<file path="src/rtl/dequant_skew_feeder_pkg.sv">
// Shared types and width helpers for the dequantizing skew feeder.
// Imported by the interface, the delay line and the top level.
package dequant_skew_feeder_pkg;

  typedef enum logic [1:0] {
    IDLE   = 2'd0,
    STREAM = 2'd1,
    FLUSH  = 2'd2
  } state_e;

  // Accumulator lane width of the systolic array.
  function automatic int calc_ori_width(input int data_width, input int weight_width);
    return data_width + weight_width + 5;
  endfunction

  function automatic int calc_cnt_width(input int array_size);
    return $clog2(array_size + 1);
  endfunction

endpackage

</file>
<file path="src/rtl/dequant_skew_feeder_if.sv">
// Row-in / skewed-lanes-out bus of the dequantizing skew feeder.
// The feeder uses the slave modport; the row source uses master.
interface dequant_skew_feeder_if
  import dequant_skew_feeder_pkg::*;
#(
  parameter int ARRAY_SIZE        = 16,
  parameter int DATA_WIDTH        = 8,
  parameter int WEIGHT_WIDTH      = 16,
  parameter int OUTPUT_DATA_WIDTH = 24
);
  localparam int ORI_WIDTH = calc_ori_width(DATA_WIDTH, WEIGHT_WIDTH);

  logic                                  in_valid;
  logic                                  in_ready;
  logic                                  in_last;
  logic [ARRAY_SIZE*OUTPUT_DATA_WIDTH-1:0] in_data;
  logic [ARRAY_SIZE-1:0]                 out_valid;
  logic [ARRAY_SIZE*ORI_WIDTH-1:0]       out_data;
  logic                                  busy;
  logic                                  done;

  modport master (
    output in_valid, in_last, in_data,
    input  in_ready, out_valid, out_data, busy, done
  );

  modport slave (
    input  in_valid, in_last, in_data,
    output in_ready, out_valid, out_data, busy, done
  );

endinterface

</file>
<file path="src/rtl/dequant_skew_feeder_skew_delay_line.sv">
// Fixed-depth register chain carrying {valid, data} for one lane.
// DEPTH=0 degenerates to a wire.
module skew_delay_line #(
  parameter int DEPTH = 1,
  parameter int WIDTH = 1
) (
  input  logic             clk,
  input  logic             srstn,
  input  logic [WIDTH-1:0] d,
  output logic [WIDTH-1:0] q
);

  if (DEPTH == 0) begin : g_pass
    logic unused_clk_rst;
    assign unused_clk_rst = clk ^ srstn;
    assign q = d;
  end else begin : g_chain
    logic [WIDTH-1:0] stage [DEPTH];

    // NOTE: every stage is cleared, not just the head; a reset must kill rows already in flight.
    always_ff @(posedge clk) begin
      if (!srstn) begin
        for (int k = 0; k < DEPTH; k++) stage[k] <= '0;
      end else begin
        stage[0] <= d;
        for (int k = 1; k < DEPTH; k++) stage[k] <= stage[k-1];
      end
    end

    assign q = stage[DEPTH-1];
  end

endmodule

</file>
<file path="src/rtl/dequant_skew_feeder.sv">
// Sign-extends quantized rows to accumulator width and feeds them into the
// array as a diagonal: lane i leaves i cycles after lane 0.
module dequant_skew_feeder
  import dequant_skew_feeder_pkg::*;
#(
  parameter int ARRAY_SIZE        = 16,
  parameter int DATA_WIDTH        = 8,
  parameter int WEIGHT_WIDTH      = 16,
  parameter int OUTPUT_DATA_WIDTH = 24,
  parameter int FRAC_SHIFT        = 0
) (
  input logic                 clk,
  input logic                 srstn,
  dequant_skew_feeder_if.slave bus
);

  localparam int ORI_WIDTH = calc_ori_width(DATA_WIDTH, WEIGHT_WIDTH);
  localparam int CNT_WIDTH = calc_cnt_width(ARRAY_SIZE);

  state_e                 state, state_next;
  logic [CNT_WIDTH-1:0]   flush_cnt;
  logic                   accept;
  logic                   deq_valid;
  logic [ORI_WIDTH-1:0]   deq_data [ARRAY_SIZE];

  function automatic logic [ORI_WIDTH-1:0] dequant(input logic [OUTPUT_DATA_WIDTH-1:0] q);
    logic [ORI_WIDTH-1:0] ext;
    ext = {{(ORI_WIDTH-OUTPUT_DATA_WIDTH){q[OUTPUT_DATA_WIDTH-1]}}, q};
    return ext << FRAC_SHIFT;
  endfunction

  // Ready depends on state alone, so accept is derived here rather than from bus.in_ready.
  assign accept = bus.in_valid && (state != FLUSH);

  // NOTE: state registers use <= so every flop samples pre-edge values regardless of block order.
  always_ff @(posedge clk) begin
    if (!srstn) begin
      state     <= IDLE;
      flush_cnt <= '0;
    end else begin
      state     <= state_next;
      flush_cnt <= (state == FLUSH) ? flush_cnt + CNT_WIDTH'(1) : '0;
    end
  end

  // NOTE: every output is defaulted first so no path through the case can infer a latch.
  always_comb begin
    state_next   = state;
    bus.in_ready = 1'b1;
    bus.busy     = (state != IDLE);
    bus.done     = 1'b0;
    case (state)
      IDLE, STREAM: begin
        if (accept) state_next = bus.in_last ? FLUSH : STREAM;
      end
      FLUSH: begin
        bus.in_ready = 1'b0;
        if (flush_cnt == CNT_WIDTH'(ARRAY_SIZE - 1)) begin
          bus.done   = 1'b1;
          state_next = IDLE;
        end
      end
      default: state_next = IDLE;
    endcase
  end

  // Invalid slots carry zero data so idle lanes present 0 to the array.
  always_ff @(posedge clk) begin
    if (!srstn) begin
      deq_valid <= 1'b0;
      for (int i = 0; i < ARRAY_SIZE; i++) deq_data[i] <= '0;
    end else begin
      deq_valid <= accept;
      for (int i = 0; i < ARRAY_SIZE; i++)
        deq_data[i] <= accept ? dequant(bus.in_data[i*OUTPUT_DATA_WIDTH +: OUTPUT_DATA_WIDTH]) : '0;
    end
  end

  for (genvar i = 0; i < ARRAY_SIZE; i++) begin : g_lane
    logic [ORI_WIDTH:0] lane_q;

    skew_delay_line #(
      .DEPTH(i),
      .WIDTH(ORI_WIDTH + 1)
    ) u_skew (
      .clk  (clk),
      .srstn(srstn),
      .d    ({deq_valid, deq_data[i]}),
      .q    (lane_q)
    );

    assign bus.out_valid[i]                    = lane_q[ORI_WIDTH];
    assign bus.out_data[i*ORI_WIDTH +: ORI_WIDTH] = lane_q[ORI_WIDTH-1:0];
  end

endmodule

</file>
<file path="src/flat_wrapper.sv">
// flat-port wrapper written by rule: the top's interface ports become plain ports
module dequant_skew_feeder_flat import dequant_skew_feeder_pkg::*;
#(
  parameter int ARRAY_SIZE        = 16,
  parameter int DATA_WIDTH        = 8,
  parameter int WEIGHT_WIDTH      = 16,
  parameter int OUTPUT_DATA_WIDTH = 24,
  parameter int FRAC_SHIFT        = 0
)
  (clk, srstn, bus_in_valid, bus_in_last, bus_in_data, bus_in_ready, bus_out_valid, bus_out_data, bus_busy, bus_done);
  dequant_skew_feeder_if #(.ARRAY_SIZE(ARRAY_SIZE), .DATA_WIDTH(DATA_WIDTH), .WEIGHT_WIDTH(WEIGHT_WIDTH), .OUTPUT_DATA_WIDTH(OUTPUT_DATA_WIDTH)) bus_i ();
  input logic clk;
  input logic srstn;
  input wire logic [$bits(bus_i.in_valid)-1:0] bus_in_valid;
  input wire logic [$bits(bus_i.in_last)-1:0] bus_in_last;
  input wire logic [$bits(bus_i.in_data)-1:0] bus_in_data;
  output wire logic [$bits(bus_i.in_ready)-1:0] bus_in_ready;
  output wire logic [$bits(bus_i.out_valid)-1:0] bus_out_valid;
  output wire logic [$bits(bus_i.out_data)-1:0] bus_out_data;
  output wire logic [$bits(bus_i.busy)-1:0] bus_busy;
  output wire logic [$bits(bus_i.done)-1:0] bus_done;
  assign bus_i.in_valid = bus_in_valid;
  assign bus_i.in_last = bus_in_last;
  assign bus_i.in_data = bus_in_data;
  assign bus_in_ready = bus_i.in_ready;
  assign bus_out_valid = bus_i.out_valid;
  assign bus_out_data = bus_i.out_data;
  assign bus_busy = bus_i.busy;
  assign bus_done = bus_i.done;
  dequant_skew_feeder #(.ARRAY_SIZE(ARRAY_SIZE), .DATA_WIDTH(DATA_WIDTH), .WEIGHT_WIDTH(WEIGHT_WIDTH), .OUTPUT_DATA_WIDTH(OUTPUT_DATA_WIDTH), .FRAC_SHIFT(FRAC_SHIFT)) u_core (.clk(clk), .srstn(srstn), .bus(bus_i));
endmodule
</file>
<file path="config.mk">
export PLATFORM = sky130hd
export DESIGN_NAME = dequant_skew_feeder_flat
export DESIGN_NICKNAME = d
export VERILOG_FILES = /design/src/rtl/dequant_skew_feeder_pkg.sv /design/src/rtl/dequant_skew_feeder_if.sv /design/src/rtl/dequant_skew_feeder_skew_delay_line.sv /design/src/rtl/dequant_skew_feeder.sv /design/src/flat_wrapper.sv
export SDC_FILE = /design/constraint.sdc
export NUM_CORES = 2
export LEC_CHECK = 0
export BUFFER_PORTS_ARGS = -buffer_cell sky130_fd_sc_hd__buf_2
export CAP_MARGIN = 30
export CORE_MARGIN = 4
export CORE_UTILIZATION = 35
export DETAILED_ROUTE_END_ITERATION = 8
export GPL_TIMING_DRIVEN = 0
export PLACE_DENSITY = 0.52
export SLEW_MARGIN = 40
export SYNTH_ARGS = -nofsm -noshare
export SYNTH_HDL_FRONTEND = slang
export SYNTH_SLANG_ARGS = --single-unit
</file>
<file path="constraint.sdc">
create_clock -name clk -period 1.7 [get_ports clk]
set_input_delay 0.255 -clock clk [delete_from_list [all_inputs] [get_ports clk]]
set_output_delay 0.255 -clock clk [all_outputs]
set_load 0.01 [all_outputs]
</file>
* After elaboration in Yosys (flattened, before gate mapping) *
Memories as Yosys holds them, arrays and structs flattened.
Cells that the tools add are included.

word-level totals
  register bits = 8
  bits in writable memories = 4064
  input bits = 388
  output and inout bits = 483
  logic and storage cells = 330
  memories = 16

cells by class
  add/sub/neg operators = 1
  eq/ne operators = 6
  muxes and demuxes = 162
  bitwise gates (word level) = 135
  reductions and logical operators = 7

memory list
  memory                                  words  bits a word  rd ports  clocked after memory_dff  write ports  line                                       text
  u_core.deq_data                         16     29           16        0                         16           dequant_skew_feeder.sv:24                  logic [ORI_WIDTH-1:0] deq_data [ARRAY_SIZE];
  u_core.g_lane[15].u_skew.g_chain.stage  15     30           15        0                         15           dequant_skew_feeder_skew_delay_line.sv:18  logic [WIDTH-1:0] stage [DEPTH];
  u_core.g_lane[14].u_skew.g_chain.stage  14     30           14        0                         14           dequant_skew_feeder_skew_delay_line.sv:18
  u_core.g_lane[13].u_skew.g_chain.stage  13     30           13        0                         13           dequant_skew_feeder_skew_delay_line.sv:18
  u_core.g_lane[12].u_skew.g_chain.stage  12     30           12        0                         12           dequant_skew_feeder_skew_delay_line.sv:18
  u_core.g_lane[11].u_skew.g_chain.stage  11     30           11        0                         11           dequant_skew_feeder_skew_delay_line.sv:18
  +10 memories                            --     --           --        --                        --           --

operators by type and width
  kind                                                                     number
  30-bit 2-to-1 mux                                                        120
  29-bit 2-to-1 mux                                                        32
  1-bit bitwise OR                                                         135
  30-bit OR reduction                                                      1
  1-bit 2-to-1 mux                                                         6
  2-bit 2-to-1 mux                                                         3
  5-bit by 1-bit adder with 5-bit output, second input constant            1
  5-bit by 4-bit == test with 1-bit output, second input constant          1
  2-bit inequality test, second input constant                             2
  2-bit one-hot mux with 2 select lines                                    1
  2-bit AND reduction                                                      2
  2-bit by 1-bit == test with 1-bit output, second input constant          1
  2-bit == test, second input constant                                     1
  2-bit logical NOT                                                        1
  2-bit by 1-bit inequality test with 1-bit output, second input constant  1
  2-bit nonzero test                                                       1
  2-bit OR reduction                                                       1
  1-bit logical AND                                                        1

* Logic depth before layout (Yosys ltp) *
  depth after elaboration = 4
  depth in mapped cells = 5
  depth with buffers taken out = 5

* Cells and area by module *
Synthesis repeated with hierarchy kept, for this count alone.

second synthesis, totals
  cells, all modules = 8777
  area, all modules = 113008.4 um^2

by module, submodules not included
  module                                      instances  cells an instance  area an instance (um^2)  seq. area each (um^2)
  dequant_skew_feeder                         1          887                13160.1                  7847.5
  skew_delay_line (u_core.g_lane[15].u_skew)  1          949                12064.1                  9008.6
  skew_delay_line (u_core.g_lane[14].u_skew)  1          916                11499.8                  8408.1
  skew_delay_line (u_core.g_lane[13].u_skew)  1          853                10766.6                  7807.5
  skew_delay_line (u_core.g_lane[12].u_skew)  1          759                9798.1                   7206.9
  skew_delay_line (u_core.g_lane[11].u_skew)  1          726                9082.5                   6606.3
  skew_delay_line (u_core.g_lane[10].u_skew)  1          663                8471.9                   6005.8
  skew_delay_line (u_core.g_lane[9].u_skew)   1          599                7593.5                   5405.2
  skew_delay_line (u_core.g_lane[8].u_skew)   1          536                6794.0                   4804.6
  skew_delay_line (u_core.g_lane[7].u_skew)   1          443                5654.2                   4204.0
  skew_delay_line (u_core.g_lane[6].u_skew)   1          409                5116.2                   3603.5
  skew_delay_line (u_core.g_lane[5].u_skew)   1          316                4090.2                   3002.9
  skew_delay_line (u_core.g_lane[4].u_skew)   1          253                3286.9                   2402.3
  skew_delay_line (u_core.g_lane[3].u_skew)   1          219                2701.3                   1801.7
  +3 rows                                     --         --                 --                       --

* Least setup slack after synthesis *
OpenSTA, ideal clock, no wires.

  path kind = flip-flop to flip-flop
  from = reg u_core.flush_cnt[0]
  to = reg u_core.state[1]
  setup time = 0.070 ns
  arrival = 1.371 ns
  data required time = 1.630 ns
  setup slack = 0.259 ns
  stages on the path, launching flop included = 6
  buffers on the path = 0
  period minus slack after synthesis = 1.441 ns
  cell sequence = dfxtp_1 > ha_1 > and3_1 > ha_1 > or3b_2 > a21oi_1

between the ends
  cells in the longest elaborated chain, start to end = 3

ends and longest elaborated chain
  item                                      line                       text
  from (decl)                               dequant_skew_feeder.sv:21  logic [CNT_WIDTH-1:0] flush_cnt;
  from (signal assigned)                    dequant_skew_feeder.sv:42  flush_cnt <= (state == FLUSH) ? flush_cnt + CNT_WIDTH'(1) : '0;
  5-bit by 4-bit == test with 1-bit output  dequant_skew_feeder.sv:58  if (flush_cnt == CNT_WIDTH'(ARRAY_SIZE - 1)) begin
  2-bit inequality test (no line)           --
  2-bit AND reduction (no line)             --
  to (signal assigned)                      dequant_skew_feeder.sv:41  state <= state_next;
  to (decl)                                 dequant_skew_feeder.sv:20  state_e state, state_next;

Every way passes these cells.
A chain may end at the register's enable or synchronous reset.

* Worst setup path after layout *
  from = reg u_core.flush_cnt[0]
  to = out bus_done

between the ends
  cells in the longest elaborated chain, start to end = 3

ends and longest elaborated chain
  item                                      line                       text
  5-bit by 4-bit == test with 1-bit output  dequant_skew_feeder.sv:58
  1-bit 2-to-1 mux                          dequant_skew_feeder.sv:58
  1-bit 2-to-1 mux                          dequant_skew_feeder.sv:52  case (state)
  to (decl)                                 flat_wrapper.sv:21         output wire logic [$bits(bus_i.done)-1:0] bus_done;

Every way passes these cells.

==> flow_metrics.tcl <==
set metrics [dict create \
    outcome "finished, violations left" \
    failed_checks "antenna rules, setup timing" \
    crit_slowest_cell "dfxtp_2" \
    hold_class "in2reg" \
    drc 0 \
    synthTopCellsByArea "dfxtp_1, and2_1, buf_4" \
    worstSetupPathType "reg2out" \
    comb_power_share_pct 3.5 \
    fmax_mhz 448 \
    ctsRootBufferMaster "clkbuf_16" \
    worstMarginPinSlew_ns 0.907 \
    area_growth_pct 30.2 \
    core-area_um2 262000 \
    die_area_um2 272000 \
    start_util_pct 35.2 \
    vdd.ir_drop.worst_mv 1.05 \
    wirelength_um 248000 \
    rr_startpoint "u_core.state[1]$_SDFFE_PN0P_" \
    rows 188 \
    via_per_inst 3.95 \
    syn-instance-count 7335 \
    finalWeightedCongestion 0.829 \
    cp_num_buf_inv 1 \
    rsz0062_at_grt "true" \
    pwr-share-clk_pct 47.4 \
    grt_pass1_vias 52400 \
    cp.arrival_ns 1.98 \
    drt-initial-drc-count 1883 \
    clk_latency_ns 0.93 \
    worstPathMaxFanout 2 \
    setup_slack_ns -0.533 \
    crit_family "flip-flops" \
    fin_nets 9141 \
    rrSetupSlack_ns -0.15 \
    synth_seq_area_share_pct 71.3 \
    maxCapViolations 0 \
    avgSynthCellArea_um2 12.6 \
    p_total_w 0.159 \
    ys_types 26 \
    yosys_warnings 0 \
    routedWlPerCell_um 19.7 \
    hp-start "bus_in_data[16]" \
    overflow 0 \
    finalHoldViolCount 0 \
    path_clk_slew_ns 0.06 \
    startpoint_type "register" \
    layout_min_cycle_time_ns 2.23 \
    htree_levels 5 \
    place.detailed.hpwl_um 185000 \
    critPathCaptureType "output port" \
    cts_buffers 348 \
    placed_cells 11700 \
    crit_start "u_core.flush_cnt[0]$_SDFF_PN0_" \
    synth_top_area_share_pct 71.3 \
    first_pass_iters 4 \
    p_sw_w 0.0330 \
    ys_ff_latch 3287 \
    ant_nets 1 \
    numPortBuffers 869 \
    clock-sinks 3287 \
    finalMaxSlewViolations 0 \
    die_x_um 521 \
    swShare_pct 20.8 \
    fin_util_pct 45.8 \
    cp_common_cell "ha_4" \
    n_fill_cell 23800 \
    grt_pass1_wl_um 356000 \
    grt_max_degree 17 \
    setup-violations-final 119 \
    seqPwrFrac_pct 49.2 \
    intPower_w 0.126 \
    crit_path_cell_trace "ha_4 -> and3_4 -> ha_4 -> and2_4 -> buf_6" \
    antenna_found_initial 106 \
    powerDensity_nw_per_um2 1320 \
    track_usage_pct 18.1 \
    die_y_um 521 \
    maxSlewHeadroom_pct 39.6 \
    p_leak_nw 50.7 \
    worstPathRequired_ns 1.44 \
    vias 49700 \
    post_route_cells_drive_above_1_share_pct 26.9 \
    syn_area_um2 92300 \
    synth.net_count 7725 \
    clock_path_buffers 4 \
    post-route-period-util_pct 131 \
    post-place-ws_ns -0.760 \
    ios 871 \
    final_cells 12600 \
    slowest_delay_ns 0.34 \
    cts_tree "yes" \
    skew_ns 0.0682 \
    yosysTopAreaCell "dfxtp_1" \
    holdWs_ns 0.0934 \
]
## per-stage QoR
| stage | cell area, um2 | setup TNS (ns) |
|---|---|---|
| 5_1_grt | 120000 | -22.88 |
| 2_1_floorplan | 92300 | 0 |
| 3_5_place_dp | 101000 | -389.01 |
| 6_report | 120000 | -10.52 |
| 4_1_cts | 120000 | -37.11 |
| 3_3_place_gp | 101000 | -477.44 |
## final cells by class
type | count | area, um2 | area share (%)
antenna | 59 | 148 | 0.123
buffer | 495 | 3450 | 2.87
clock buffer | 496 | 10100 | 8.41
clock inverter | 110 | 1440 | 1.20
inverter | 3 | 13.8 | 0.0115
multi-input combinational | 3302 | 22400 | 18.7
sequential | 3287 | 66400 | 55.3
tap | 3515 | 4400 | 3.66
timing repair buffer | 1314 | 11800 | 9.81
## flip-flops by register name, summed over array words and instances (netlist names)
| name | count |
|---|---|
| u_core.g_lane.u_skew.g_chain.stage | 2895 |
| u_core.deq_data | 384 |
| u_core.flush_cnt | 5 |
| u_core.state | 2 |
| u_core.deq_valid | 1 |
## cell families after synthesis
family | share of synthesized area, %
compound gates | 0.0149
simple gates | 23.5
flops | 71.3
xor+xnor | 0.00949
fa+ha+maj | 0.0271
mux | 0.0108
buf+inv | 5.13
## synthesized netlist by cell type (all sizes together)
library cell	instances
ha	2
dfxtp	3287
nand3b	2
xnor2	1
mux2i	1
nor2b	1
nand4bb	1
nand3	1
and2	2896
nor3b	384
a2111oi	1
a21oi	1
buf	439
nor2	5
or2	1
nand4b	1
or3b	1
inv	3
and3	2
clkbuf	304
nand2	1
## worst min-delay path, cell delays in order
cell and delay (ns):
dlygate4sd3_1 0.52, buf_2 0.09, nor3b_2 0.13
## repair_timing
action	in CTS	in global routing
pin swaps	30	8
hold buffers	395	1
endpoints found under the setup margin	560	454
gates resized for setup	1172	89
gates cloned	2	0
buffers inserted	36	7
endpoints found under the hold margin	396	3
## layout by cell type, fill, tap and decap left out, types with 2 or more instances in the layout
cell type	netlist	layout
and2_1	2896	2895
buf_12	0	14
buf_16	0	10
buf_2	41	449
buf_4	359	50
buf_6	38	570
buf_8	0	13
bufinv_16	0	29
clkbuf_1	104	141
clkbuf_16	0	350
clkbuf_2	200	224
clkbuf_4	0	7
clkbuf_8	0	80
clkinv_2	0	53
clkinv_4	0	7
clkinv_8	0	5
clkinvlp_4	0	8
dfxtp_1	3287	2940
dfxtp_2	0	282
dfxtp_4	0	65
diode_2	0	59
dlygate4sd3_1	0	396
ha_4	0	2
inv_1	3	2
inv_16	0	3
inv_6	0	5
nand3b_1	2	2
nor2_1	5	5
nor3b_1	271	199
nor3b_2	113	139
nor3b_4	0	46
## layer usage
| metal | share of wire, % | vias to the layer above | GRT usage, % | routed length [um] |
|---|---|---|---|---|
| met3 | 6.4 | 474 | 4.66 | 15900 |
| met5 | 0.070 | - | 0 | 173 |
| met4 | 3.7 | 28 | 6.44 | 9250 |
| met1 | 39 | 22900 | 20.4 | 97100 |
| met2 | 51 | 1302 | 32.7 | 125000 |
| li1 | - | 25000 | - | - |
## power groups by stage
stage	clock [W]	combinational (W)	sequential [W]
detailed placement	0	0.00438	0.0799
global placement	0	0.00428	0.0799
finish	0.0753	0.00551	0.0782
CTS	0.0772	0.00559	0.0781
global route	0.0806	0.00592	0.0782
floorplan	0	0.00200	0.0798
## worst paths after layout
check	to	cells after the start
min	u_core.deq_data[0][16]$_SDFF_PN0_	3
min reg2reg	u_core.g_lane[13].u_skew.g_chain.stage[0][152]$_SDFF_PN0_	1
max reg2reg	u_core.deq_data[1][217]$_SDFF_PN0_	9
max	bus_done	5
Power figures use the tool's default switching activity.
